### src/rtl/s_trap_if.sv
// Trap-request, SRET strobe and fetch-redirect bundle between pipeline/fetch and s_trap_ctrl.
// master = pipeline/fetch side, slave = trap controller.
interface s_trap_if #(
  parameter int unsigned XLEN    = 32,
  parameter int unsigned CAUSE_W = 5
);
  logic               trap_req;
  logic               trap_is_irq;
  logic [CAUSE_W-1:0] trap_cause;
  logic [XLEN-1:0]    trap_tval;
  logic [XLEN-1:0]    trap_pc;
  logic               trap_ack;
  logic               sret_pulse;
  logic               redirect_valid;
  logic [XLEN-1:0]    redirect_pc;
  logic               redirect_ready;

  modport master (
    output trap_req, trap_is_irq, trap_cause, trap_tval, trap_pc, sret_pulse, redirect_ready,
    input  trap_ack, redirect_valid, redirect_pc
  );

  modport slave (
    input  trap_req, trap_is_irq, trap_cause, trap_tval, trap_pc, sret_pulse, redirect_ready,
    output trap_ack, redirect_valid, redirect_pc
  );
endinterface

### src/rtl/s_trap_ctrl.sv
// Supervisor trap sequencer: S-mode trap entry, SRET return and fetch redirect handshake.
// Optional macro HARVOS_STVEC_VECTORED_EN enables vectored stvec for interrupts.
module s_trap_ctrl #(
  parameter int unsigned XLEN       = 32,
  parameter int unsigned CAUSE_W    = 5,
  parameter logic [1:0]  RESET_PRIV = 2'b01
) (
  input  logic            clk,
  input  logic            rst,
  s_trap_if.slave         bus,
  input  logic [XLEN-1:0] i_stvec,
  input  logic            i_csr_we,
  input  logic [11:0]     i_csr_addr,
  input  logic [XLEN-1:0] i_csr_wdata,
  output logic [1:0]      o_cur_priv,
  output logic [XLEN-1:0] o_sepc,
  output logic [XLEN-1:0] o_scause,
  output logic [XLEN-1:0] o_stval,
  output logic            o_sstatus_sie,
  output logic            o_sstatus_spie,
  output logic            o_sstatus_spp,
  output logic            o_busy
);

  localparam logic [1:0]  PRIV_U      = 2'b00;
  localparam logic [1:0]  PRIV_S      = 2'b01;
  localparam logic [11:0] CSR_SSTATUS = 12'h100;
  localparam logic [11:0] CSR_SEPC    = 12'h141;
  localparam int unsigned PAD_W       = XLEN - 1 - CAUSE_W;

  typedef enum logic [1:0] {
    IDLE    = 2'd0,
    T_SAVE  = 2'd1,
    T_REDIR = 2'd2,
    R_REDIR = 2'd3
  } state_t;

  state_t             r_state;
  logic [1:0]         r_priv;
  logic [XLEN-1:0]    r_sepc;
  logic [XLEN-1:0]    r_scause;
  logic [XLEN-1:0]    r_stval;
  logic               r_sie;
  logic               r_spie;
  logic               r_spp;
  logic               r_redirect_valid;
  logic [XLEN-1:0]    r_redirect_pc;
  logic               r_irq;
  logic [CAUSE_W-1:0] r_cause;
  logic [XLEN-1:0]    r_tval;
  logic [XLEN-1:0]    r_epc;

  logic               w_wr_sstatus;
  logic               w_wr_sepc;
  logic [XLEN-1:0]    w_base_pc;
  logic [XLEN-1:0]    w_entry_pc;
  logic               w_unused;

  assign w_wr_sstatus = i_csr_we && (i_csr_addr == CSR_SSTATUS);
  assign w_wr_sepc    = i_csr_we && (i_csr_addr == CSR_SEPC);
  assign w_base_pc    = {i_stvec[XLEN-1:2], 2'b00};

`ifdef HARVOS_STVEC_VECTORED_EN
  // Vectored mode only offsets interrupts; exceptions always land on the base.
  assign w_entry_pc = ((i_stvec[1:0] == 2'b01) && r_irq)
                      ? (w_base_pc + (XLEN'(r_cause) << 2))
                      : w_base_pc;
  assign w_unused   = ^{i_csr_wdata[0], bus.trap_pc[1:0]};
`else
  assign w_entry_pc = w_base_pc;
  assign w_unused   = ^{i_csr_wdata[0], bus.trap_pc[1:0], i_stvec[1:0]};
`endif

  always_ff @(posedge clk) begin
    if (rst) begin
      r_state          <= IDLE;
      r_priv           <= RESET_PRIV;
      r_sepc           <= '0;
      r_scause         <= '0;
      r_stval          <= '0;
      r_sie            <= 1'b0;
      r_spie           <= 1'b0;
      r_spp            <= 1'b0;
      r_redirect_valid <= 1'b0;
      r_redirect_pc    <= '0;
      r_irq            <= 1'b0;
      r_cause          <= '0;
      r_tval           <= '0;
      r_epc            <= '0;
    end else begin
      case (r_state)
        IDLE: begin
          if (bus.trap_req) begin
            r_state <= T_SAVE;
            r_irq   <= bus.trap_is_irq;
            r_cause <= bus.trap_cause;
            r_tval  <= bus.trap_tval;
            r_epc   <= {bus.trap_pc[XLEN-1:2], 2'b00};
          end else if (bus.sret_pulse) begin
            r_state          <= R_REDIR;
            r_sie            <= r_spie;
            r_spie           <= 1'b1;
            r_priv           <= r_spp ? PRIV_S : PRIV_U;
            r_spp            <= 1'b0;
            r_redirect_pc    <= r_sepc;
            r_redirect_valid <= 1'b1;
          end
          // Software writes come last so they override the SRET sstatus update.
          if (w_wr_sstatus) begin
            r_sie  <= i_csr_wdata[1];
            r_spie <= i_csr_wdata[5];
            r_spp  <= i_csr_wdata[8];
          end
          if (w_wr_sepc) begin
            r_sepc <= {i_csr_wdata[XLEN-1:2], 2'b00};
          end
        end
        T_SAVE: begin
          r_sepc           <= r_epc;
          r_scause         <= {r_irq, {PAD_W{1'b0}}, r_cause};
          r_stval          <= r_tval;
          r_spie           <= r_sie;
          r_sie            <= 1'b0;
          r_spp            <= (r_priv == PRIV_S);
          r_priv           <= PRIV_S;
          r_redirect_pc    <= w_entry_pc;
          r_redirect_valid <= 1'b1;
          r_state          <= T_REDIR;
        end
        T_REDIR, R_REDIR: begin
          if (bus.redirect_ready) begin
            r_redirect_valid <= 1'b0;
            r_state          <= IDLE;
          end
        end
        default: r_state <= IDLE;
      endcase
    end
  end

  assign bus.trap_ack       = (r_state == IDLE) && bus.trap_req;
  assign bus.redirect_valid = r_redirect_valid;
  assign bus.redirect_pc    = r_redirect_pc;

  assign o_cur_priv     = r_priv;
  assign o_sepc         = r_sepc;
  assign o_scause       = r_scause;
  assign o_stval        = r_stval;
  assign o_sstatus_sie  = r_sie;
  assign o_sstatus_spie = r_spie;
  assign o_sstatus_spp  = r_spp;
  assign o_busy         = (r_state != IDLE);

endmodule

### src/flat_wrapper.sv
// flat-port wrapper written by rule: the top's interface ports become plain ports
module s_trap_ctrl_flat 
#(
  parameter int unsigned XLEN       = 32,
  parameter int unsigned CAUSE_W    = 5,
  parameter logic [1:0]  RESET_PRIV = 2'b01
)
  (clk, rst, i_stvec, i_csr_we, i_csr_addr, i_csr_wdata, o_cur_priv, o_sepc, o_scause, o_stval, o_sstatus_sie, o_sstatus_spie, o_sstatus_spp, o_busy, bus_trap_req, bus_trap_is_irq, bus_trap_cause, bus_trap_tval, bus_trap_pc, bus_sret_pulse, bus_redirect_ready, bus_trap_ack, bus_redirect_valid, bus_redirect_pc);
  s_trap_if #(.XLEN(XLEN), .CAUSE_W(CAUSE_W)) bus_i ();
  input  logic clk;
  input  logic rst;
  input  logic [XLEN-1:0] i_stvec;
  input  logic i_csr_we;
  input  logic [11:0] i_csr_addr;
  input  logic [XLEN-1:0] i_csr_wdata;
  output logic [1:0] o_cur_priv;
  output logic [XLEN-1:0] o_sepc;
  output logic [XLEN-1:0] o_scause;
  output logic [XLEN-1:0] o_stval;
  output logic o_sstatus_sie;
  output logic o_sstatus_spie;
  output logic o_sstatus_spp;
  output logic o_busy;
  input wire logic [$bits(bus_i.trap_req)-1:0] bus_trap_req;
  input wire logic [$bits(bus_i.trap_is_irq)-1:0] bus_trap_is_irq;
  input wire logic [$bits(bus_i.trap_cause)-1:0] bus_trap_cause;
  input wire logic [$bits(bus_i.trap_tval)-1:0] bus_trap_tval;
  input wire logic [$bits(bus_i.trap_pc)-1:0] bus_trap_pc;
  input wire logic [$bits(bus_i.sret_pulse)-1:0] bus_sret_pulse;
  input wire logic [$bits(bus_i.redirect_ready)-1:0] bus_redirect_ready;
  output wire logic [$bits(bus_i.trap_ack)-1:0] bus_trap_ack;
  output wire logic [$bits(bus_i.redirect_valid)-1:0] bus_redirect_valid;
  output wire logic [$bits(bus_i.redirect_pc)-1:0] bus_redirect_pc;
  assign bus_i.trap_req = bus_trap_req;
  assign bus_i.trap_is_irq = bus_trap_is_irq;
  assign bus_i.trap_cause = bus_trap_cause;
  assign bus_i.trap_tval = bus_trap_tval;
  assign bus_i.trap_pc = bus_trap_pc;
  assign bus_i.sret_pulse = bus_sret_pulse;
  assign bus_i.redirect_ready = bus_redirect_ready;
  assign bus_trap_ack = bus_i.trap_ack;
  assign bus_redirect_valid = bus_i.redirect_valid;
  assign bus_redirect_pc = bus_i.redirect_pc;
  s_trap_ctrl #(.XLEN(XLEN), .CAUSE_W(CAUSE_W), .RESET_PRIV(RESET_PRIV)) u_core (.clk(clk), .rst(rst), .bus(bus_i), .i_stvec(i_stvec), .i_csr_we(i_csr_we), .i_csr_addr(i_csr_addr), .i_csr_wdata(i_csr_wdata), .o_cur_priv(o_cur_priv), .o_sepc(o_sepc), .o_scause(o_scause), .o_stval(o_stval), .o_sstatus_sie(o_sstatus_sie), .o_sstatus_spie(o_sstatus_spie), .o_sstatus_spp(o_sstatus_spp), .o_busy(o_busy));
endmodule
### config.mk
export PLATFORM = sky130hd
export DESIGN_NAME = s_trap_ctrl_flat
export DESIGN_NICKNAME = d
export VERILOG_FILES = /design/src/rtl/s_trap_if.sv /design/src/rtl/s_trap_ctrl.sv /design/src/flat_wrapper.sv
export SDC_FILE = /design/constraint.sdc
export NUM_CORES = 1
export LEC_CHECK = 0
export ABC_AREA = 1
export CAP_MARGIN = 20
export CORE_ASPECT_RATIO = 1.1
export CORE_MARGIN = 2
export CORE_UTILIZATION = 48
export CTS_BUF_LIST = sky130_fd_sc_hd__clkbuf_2 sky130_fd_sc_hd__clkbuf_4 sky130_fd_sc_hd__clkbuf_8
export DETAILED_ROUTE_END_ITERATION = 8
export HOLD_SLACK_MARGIN = 0.12
export MAX_ROUTING_LAYER = met4
export PLACE_DENSITY_LB_ADDON = 0.25
export SLEW_MARGIN = 10
export SYNTH_ARGS = -nofsm -noshare
export SYNTH_HDL_FRONTEND = slang
export SYNTH_SLANG_ARGS = --single-unit
export TNS_END_PERCENT = 30
### constraint.sdc
create_clock -name clk -period 4.3 [get_ports clk]
set_clock_uncertainty 0.1 [all_clocks]
set_input_delay 0.645 -clock clk [delete_from_list [all_inputs] [get_ports clk]]
set_output_delay 0.645 -clock clk [all_outputs]
set_load 0.1 [all_outputs]
==> impl_metrics.ini <==
[placed_design]
gp_congestion = 0.785
numPortBuffers = 251
dp_hpwl_um = 12200

[finish]
area_growth_pct = 39.2
final_nets = 1286
ff_latch_area_um2 = 3460
multi_input_area_um2 = 2870
diodes = 0
drive_gt1_share_pct = 4.54
fillerInstances = 1240

[synthesis]
netlist_area_um2 = 6980
post-synth-top-count-cell = dfxtp_1
synthesis.instances = 928
synth_top_cell_by_area = dfxtp_1
synth_area_leaders = dfxtp_1 (50%), o21ai_0 (11%), nor2_1 (9.0%), nand2_1 (7.6%), a21oi_1 (4.6%)
yosysSeqAreaShare_pct = 49.6
synthArstFlopShare_pct = 0
synthFlopType = dfxtp_1
synth_cell_types = 23
ys_warn_count = 0
synth_common_cells = dfxtp_1 (173), nor2_1 (167), o21ai_0 (154)
synth-edff-count = 0
syn_avg_cell_area_um2 = 7.52
yosys.area.top_type_share_pct = 49.6
synth_seq_cells = 173

[global_routing]
grt_max_degree = 98
grt_usage_pct = 24.4
grt_pass1_vias = 5742
overflow = 0
antenna_found_initial = 0
grt_pass1_wl_um = 29000

[drt]
route.detailed.drc = 0
vias = 6566
routed_via_density = 4.91
initialDrtViolationCount = 363
drt-total-wl_um = 18900
wl_per_cell_um = 14.1
first_pass_iters = 5
ant_nets = 0

[sta]
drv_slew = 0
min_period_over_period_pct = 69.9
hold_viol = 0
slew_headroom_pct = 29.6
finalSetupViolCount = 0
fmax_mhz = 332
worstMarginPinSlew_ns = 1.05
fin_hold_ws_ns = 0.350
setup_tns_ns = 0
rsz0062_at_grt = no
finalCriticalPeriod_ns = 3.01

[setup_path]
required_ns = 3.56
cp_max_fo = 5
cp_cell_sequence = inv_2, nand2_1, clkdlybuf4s50_1
crit_family = buffers and inverters
arrival_ns = 2.26
slowest_delay_ns = 1.19
path_class = flop to output pin
critPathBufInv = 2
critPathSlowestCell = clkdlybuf4s50_1
start_kind = flop
worstSetupEndpointType = output pin

[cts]
cts.htree.levels = 4
cts_hold_buf = 0
postCtsSetupBuffers = 0
clk_latency_ns = 0.46
cts_root_buf = clkbuf_8
cts.clk_slew.worst_paths_ns = 0.08
cts_sinks = 173
cts_max_path_buffers = 2
cts_made_buffers = 17
cts_tree = yes
post_cts_resized = 0

[pwr]
switching_share_pct = 42.6
power_frac_comb_pct = 39.0
power.switching_uw = 2120
vdd_ir_drop_max_v = 0.000280
p_seq_share_pct = 38.1
p_per_area_nw_per_um2 = 512
power_leakage_uw = 0.00371
internal-power_uw = 2860
p_clk_share_pct = 22.9

[floorplan]
io_pins = 288
start_util_pct = 48.7
die_h_um = 130
die_w_um = 119
die_area_um2 = 15500
core_area_um2 = 14300
fp-row-count = 46

[hold_path]
hold_class = flop to flop

[flow_run]
cap_viol_max_count = 0

[outcome]
outcome = finished, final reports clean
==> final timing paths <==
kind / start / cells after the start / endpoint / slack [ns]
max: u_core.r_state[1] / 3 / o_busy / 1.29
min: u_core.r_epc[2] / 2 / u_core.r_epc[2] / 0.35
max reg2reg: u_core.r_state[1] / 8 / u_core.o_sepc[31] / 1.56
min reg2reg: u_core.r_epc[2] / 2 / u_core.r_epc[2] / 0.35
==> metal layers <==
metal | wire length (um) | vias to the layer above | track usage, %
met5 | 0 | - | -
met1 | 7880 | 2945 | 28.2
li1 | - | 3378 | -
met4 | 438 | 0 | 9.66
met3 | 1490 | 33 | 7.73
met2 | 9060 | 210 | 39.7
==> power by group through the flow <==
| stage | combinational (uW) | sequential (uW) | clock, uW |
|---|---|---|---|
| global route | 2050 | 1920 | 1230 |
| CTS | 1950 | 1900 | 1170 |
| global placement | 1930 | 1930 | 0 |
| finish | 1940 | 1900 | 1140 |
| detailed placement | 1940 | 1930 | 0 |
| floorplan | 644 | 2780 | 0 |
==> cell families after synthesis <==
group,Yosys count,share of synthesized area [%]
AND/OR/NAND/NOR,349,19.8
AO/OA/AOI/OAI,265,19.6
flip-flops,173,49.6
buffers and inverters,140,10.9
other,1,0.0538
==> registers in the layout, summed over array words and instances (netlist names), 2 cells and up <==
name                    flops
u_core.r_state              2
u_core.o_sepc              30
u_core.bus.redirect_pc     30
u_core.o_scause             6
u_core.r_epc               30
u_core.r_tval              32
u_core.o_stval             32
u_core.r_cause              5
==> area by class of cell <==
class	instances	area share, %
sequential	173	35.7
timing repair buffer	257	26.6
multi-input combinational	645	29.6
inverter	40	1.56
clock buffer	22	2.99
tap	192	2.47
clock inverter	9	1.16
==> through the flow <==
stage                     setup WS (ns)  std cells  cell area [um^2]  util (%)  power, uW
final                              1.29       1338              9710      67.8       4970
after global routing               1.22       1338              9710      67.8       5200
after CTS                          1.26       1338              9710      67.8       5010
after detailed placement           1.30       1307              9310      65.0       3870
after global placement             1.34       1306              9280      64.8       3850
after floorplan                    2.21        958              7090         -       3430
==> worst min-delay path: stages (launching register included) <==
cell     delay, ns
dfxtp_1       0.30
inv_1         0.05
a21oi_1       0.05
==> cells in the final DEF (no fill, tap or decap), types with 3 or more instances in the layout <==
master           instances
clkdlybuf4s50_1        249
dfxtp_1                173
nor2_1                 167
o21ai_0                154
nand2_1                141
a21oi_1                 64
inv_1                   35
nand3_1                 33
conb_1                  31
a31oi_1                 30
clkbuf_8                20
o21ai_1                 15
buf_4                    5
inv_2                    4
clkinv_4                 4
nand2_4                  3
clkinv_2                 3
No activity file was read; power rests on OpenSTA's default activity.
